[config.mk]
export PLATFORM = sky130hd
export DESIGN_NAME = freq_meter_bcd
export DESIGN_NICKNAME = d
export VERILOG_FILES = /design/src/rtl/freq_meter_bcd.sv
export SDC_FILE = /design/constraint.sdc
export NUM_CORES = 1
export LEC_CHECK = 0
export ABC_AREA = 1
export CAP_MARGIN = 25
export CELL_PAD_IN_SITES_DETAIL_PLACEMENT = 1
export CELL_PAD_IN_SITES_GLOBAL_PLACEMENT = 1
export CORE_MARGIN = 5
export CORE_UTILIZATION = 47
export DETAILED_ROUTE_END_ITERATION = 8
export GPL_ROUTABILITY_DRIVEN = 0
export PLACE_DENSITY_LB_ADDON = 0.15
export SETUP_SLACK_MARGIN = 0.2
export SYNTH_ARGS = -nofsm -noshare
export SYNTH_HDL_FRONTEND = slang
export SYNTH_SLANG_ARGS = --single-unit
export TNS_END_PERCENT = 30
[constraint.sdc]
create_clock -name clk -period 3.5 [get_ports clk]
set_input_delay 0.7 -clock clk [delete_from_list [all_inputs] [get_ports clk]]
set_output_delay 0.7 -clock clk [all_outputs]
set_load 0.005 [all_outputs]
[src/rtl/freq_meter_bcd.sv]
// rtl/freq_meter_bcd.sv - gated frequency meter with saturating packed-BCD result
// Counts synchronized rising edges of sig_in over GATE_CYCLES clocks and latches the total.
module freq_meter_bcd #(
  parameter int          GATE_CYCLES = 50_000_000,
  parameter logic [31:0] MAX_BCD     = 32'h9999_9999
) (
  input  logic        clk,
  input  logic        rst_n,
  input  logic        sig_in,
  input  logic        hold,
  output logic [31:0] bcd_cnt,
  output logic        valid,
  output logic        overflow
);

  localparam int            GW   = $clog2(GATE_CYCLES);
  localparam logic [GW-1:0] LAST = GW'(GATE_CYCLES - 1);

  logic          s1, s2, s3;
  logic          rise;
  logic [GW-1:0] gcnt;
  logic          terminal;
  logic [31:0]   acc;
  logic [31:0]   acc_next;
  logic          ovf_acc;
  logic          sat_hit;

  // Ripple the +1 through the digits: a 9 receiving a carry wraps to 0 and passes it on.
  function automatic logic [31:0] bcd_inc(input logic [31:0] v);
    logic [31:0] r;
    logic        c;
    r = v;
    c = 1'b1;
    for (int i = 0; i < 8; i++) begin
      if (c) begin
        if (v[4*i +: 4] == 4'd9) begin
          r[4*i +: 4] = 4'd0;
        end else begin
          r[4*i +: 4] = v[4*i +: 4] + 4'd1;
          c = 1'b0;
        end
      end
    end
    return r;
  endfunction

  assign rise     = s2 & ~s3;
  assign terminal = (gcnt == LAST);
  assign sat_hit  = rise & (acc == MAX_BCD);

  // acc_next already includes a terminal-cycle edge, so it doubles as the closing value.
  always_comb begin
    acc_next = acc;
    if (rise && !sat_hit) begin
      acc_next = bcd_inc(acc);
    end
  end

  always_ff @(posedge clk or negedge rst_n) begin
    if (!rst_n) begin
      s1 <= 1'b0;
      s2 <= 1'b0;
      s3 <= 1'b0;
    end else begin
      s1 <= sig_in;
      s2 <= s1;
      s3 <= s2;
    end
  end

  always_ff @(posedge clk or negedge rst_n) begin
    if (!rst_n) begin
      gcnt <= '0;
    end else if (terminal) begin
      gcnt <= '0;
    end else begin
      gcnt <= gcnt + GW'(1);
    end
  end

  always_ff @(posedge clk or negedge rst_n) begin
    if (!rst_n) begin
      acc     <= '0;
      ovf_acc <= 1'b0;
    end else if (terminal) begin
      acc     <= '0;
      ovf_acc <= 1'b0;
    end else begin
      acc     <= acc_next;
      ovf_acc <= ovf_acc | sat_hit;
    end
  end

  always_ff @(posedge clk or negedge rst_n) begin
    if (!rst_n) begin
      bcd_cnt  <= '0;
      overflow <= 1'b0;
      valid    <= 1'b0;
    end else begin
      valid <= 1'b0;
      if (terminal && !hold) begin
        bcd_cnt  <= acc_next;
        overflow <= ovf_acc | sat_hit;
        valid    <= 1'b1;
      end
    end
  end

endmodule

==> summary.md <==
| Metric | Value |
|---|---|
| Result of the run | finished, final reports clean |
| Clock skew | 0.0105 ns |
| CTS resizes | 0 |
| Source-to-sink clock delay at the later pin of the worst-skew pair | 0.38 ns |
| Initial DRC Count | 164 |
| Top FF cell, synth | sky130_fd_sc_hd__dfrtp_1 |
| Post-cts hold buffer count | 0 |
| Combined area of all synthesized cells | 5000 µm² |
| Top cell types by occurrence after synthesis | sky130_fd_sc_hd__nand2_1, sky130_fd_sc_hd__dfrtp_1, sky130_fd_sc_hd__inv_1 |
| Post-DR wirelength/cell | 15.7 µm |
| TritonCTS Sinks | 96 |
| Die area | 12800 µm² |
| Final Cycle Share | 66.5% |
| CTS max path bufs | 2 |
| Share of the yosys chip area belonging to registers | 48.0% |
| Average via count per standard cell | 5.29 |
| Critical path startpoint category | flip-flop |
| Part of the power in combinational logic | 12.1% |
| Maximum ir drop on the vdd rail | 0.000187 V |
| Buffers inserted by post-CTS timing repair | 0 |
| I/O pin count | 38 |
| Biggest area consumer among synthesized cells | sky130_fd_sc_hd__dfrtp_1 |
| Power spent charging and discharging nets | 0.618 mW |
| Number of fillers in the final layout | 1311 |
| Number of levels in the clock H-tree | 3 |
| Met3 Track Usage GR | 3.26% |
| LEAKAGE | 2.81 nW |
| GR peak layer | met2 |
| Total overflow reported by the global router | 0 |
| Slew @ Worst Pin | 0.837 ns |
| Height of the die | 113 µm |
| Largest net degree at the start of global routing | 68 |
| Fraction of met2 tracks used by global routing | 37.7% |
| Number of flops mapped to enable cells by yosys | 0 |
| Starting Density | 48.3% |
| Top-area cell type share of the netlist area | 48.0% |
| Area of the core | 10400 µm² |
| Routed vias | 4309 |
| Floorplan die width | 113 µm |
| Switching share of power | 27.7% |
| Part of the power in the clock network | 34.3% |
| Fraction of power consumed by sequential logic | 53.6% |
| Number of max-cap violations | 0 |
| Number of buffers created by CTS | 9 |
| Count of antenna-violating nets left after detailed routing | 0 |
| Min-delay worst type | in -> async |
| CTS tree | yes |
| Post-route minimum period | 2.33 ns |
| Vias in the first global route | 4710 |
| Dominant cells by area after synthesis | sky130_fd_sc_hd__dfrtp_1, sky130_fd_sc_hd__nand2_1, sky130_fd_sc_hd__inv_1 |
| Gate count of the mapped netlist | 636 |
| Number of storage elements in the synthesis netlist | 96 |
| Number of failing setup endpoints in the final timing report | 0 |
| Final Hold Violating Endpoints | 0 |
| YS warnings | 0 |
| Most frequent cell after synthesis | sky130_fd_sc_hd__nand2_1 |
| Antenna violations before repair | 0 |
| Cell at the root of the clock tree | sky130_fd_sc_hd__clkbuf_8 |
| Critical Path AT | 2.63 ns |
| Ant. Diodes | 0 |
| Global-route wire length before repair | 22700 µm |
| Worst hold slack | 0.243 ns |
| Clock-pin transition on the worst setup and hold timing paths | 0.09 ns |
| Number of remaining DRC errors | 0 |
| Int Pwr | 1.61 mW |
| Met1 Track Usage GR | 28.1% |
| Number of iterations in the first detailed-routing pass | 4 |
| Number of distinct library cells after synthesis | 45 |
| Worst Path Required | 3.81 ns |
| RSZ-0062 raised after global routing | no |
| Total global routing track utilization | 22.0% |
| Number of buffer cells added on primary ports | 37 |
| Post-Syn Nets | 641 |
| Tightest slew margin relative to the limit | 44.1% |
| Async set-reset flop share out of synthesis | 100% |
| Placement row count | 37 |
| Count of pins over their slew limit | 0 |
| Crit Path Category | reg -> reg |
| Element type at the critical path end | flip-flop |
| Fraction of final layout cells sized beyond drive strength 1 | 9.87% |
| Fin nets | 679 |
| Final wirelength | 12800 µm |
| Total Negative Setup Slacks | 0 ns |
| PD cells | 391 nW/µm² |
| Avg Synthesized Cell Area | 7.87 µm² |
| Area growth from synthesis to layout | 13.7% |
| Maximum fanout count along the critical path | 45 |
| Hpwl dp | 9280 µm |
| Upper clock frequency limit | 430 MHz |
worst max-delay path, cell delays in order (launching register included):
cell and delay [ns]:
sky130_fd_sc_hd__dfrtp_1 0.42, sky130_fd_sc_hd__ha_1 0.23, sky130_fd_sc_hd__nand3_1 0.15, sky130_fd_sc_hd__nor2_2 0.07, sky130_fd_sc_hd__nand2_1 0.14, sky130_fd_sc_hd__inv_2 0.07
sky130_fd_sc_hd__nand4_1 0.08, sky130_fd_sc_hd__buf_4 0.19, sky130_fd_sc_hd__nor2_2 0.06, sky130_fd_sc_hd__inv_2 0.54, sky130_fd_sc_hd__nand2_1 0.15, sky130_fd_sc_hd__o21ai_1 0.12
registers in the layout, summed over array words and instances, names as in the netlist:
signal,count
gcnt,26
acc,32
valid,1
bcd_cnt,32
s2,1
s1,1
s3,1
ovf_acc,1
overflow,1
cell families (layout without fill, tap and decap cells):
| logic type | after synthesis | count (layout) | share of synthesized area (%) |
|---|---|---|---|
| DFF | 96 | 96 | 48.0 |
| AOI/OAI and AO/OA | 81 | 81 | 9.33 |
| buffers and inverters | 103 | 146 | 8.90 |
| xor gates and xnor gates | 12 | 12 | 2.25 |
| adders and majority gates | 1 | 1 | 0.250 |
| and+or+nand+nor | 343 | 343 | 31.3 |
layout make-up:
cell class              count  area, µm²  area share (%)
inverters                  88        343            6.03
clock buffers              13        159            2.79
repair buffers             42        418            7.35
clock inverters             3       40.0           0.704
multi-input cells         437       2160            37.9
flip-flops and latches     96       2400            42.2
well taps                 136        170            2.99
stage by stage:
step	worst slack (ns)	util (%)	power [mW]	instance area, µm²	cells
floorplan	1.75	-	1.39	5000	636
global placement	1.19	52.9	1.46	5490	799
detailed placement	1.13	52.9	1.49	5490	799
CTS	1.12	54.9	2.25	5690	815
global route	0.857	54.9	2.34	5690	815
finish	1.17	54.9	2.23	5690	815
cell usage in the layout (no fill, tap or decap), types with 5 or more instances in the layout:
cell type and instances:
sky130_fd_sc_hd__inv_1 79, sky130_fd_sc_hd__nor2_1 65, sky130_fd_sc_hd__clkbuf_8 11, sky130_fd_sc_hd__o21ai_2 5, sky130_fd_sc_hd__nor3_1 7, sky130_fd_sc_hd__o211ai_1 5
sky130_fd_sc_hd__nand2_1 190, sky130_fd_sc_hd__nor2_2 9, sky130_fd_sc_hd__buf_4 5, sky130_fd_sc_hd__a21oi_1 18, sky130_fd_sc_hd__nor2_4 5, sky130_fd_sc_hd__nand3_1 29
sky130_fd_sc_hd__clkdlybuf4s50_1 36, sky130_fd_sc_hd__o21ai_1 18, sky130_fd_sc_hd__inv_2 7, sky130_fd_sc_hd__xor2_1 9, sky130_fd_sc_hd__nand4_1 10, sky130_fd_sc_hd__o21ai_0 26
sky130_fd_sc_hd__dfrtp_1 96
final timing paths:
path,startpoint,to,slack [ns],cells past startpoint
worst max-delay path,gcnt[0],bcd_cnt[10],1.17,11
worst min-delay path,rst_n,bcd_cnt[8],0.24,1
worst max register to register,gcnt[0],bcd_cnt[10],1.17,11
worst min register to register,s1,s2,0.36,0
max in group asynchronous,rst_n,s3,2.56,2
min in group clk,s1,s2,0.36,0
layer usage:
metal / part of all wire [%] / vias to the layer above
met3: 2.8 / 19
li1: - / 2079
met4: 1.9 / 0
met5: 0 / -
met2: 50 / 56
met1: 45 / 2155
power by group through the flow:
stage / logic, mW / clock network, mW / registers, mW
2_1_floorplan: 0.186 / 0 / 1.20
3_3_place_gp: 0.253 / 0 / 1.21
3_5_place_dp: 0.272 / 0 / 1.21
4_1_cts: 0.275 / 0.780 / 1.19
5_1_grt: 0.309 / 0.830 / 1.20
6_report: 0.269 / 0.763 / 1.19
No activity file was read; power rests on OpenSTA's default activity.
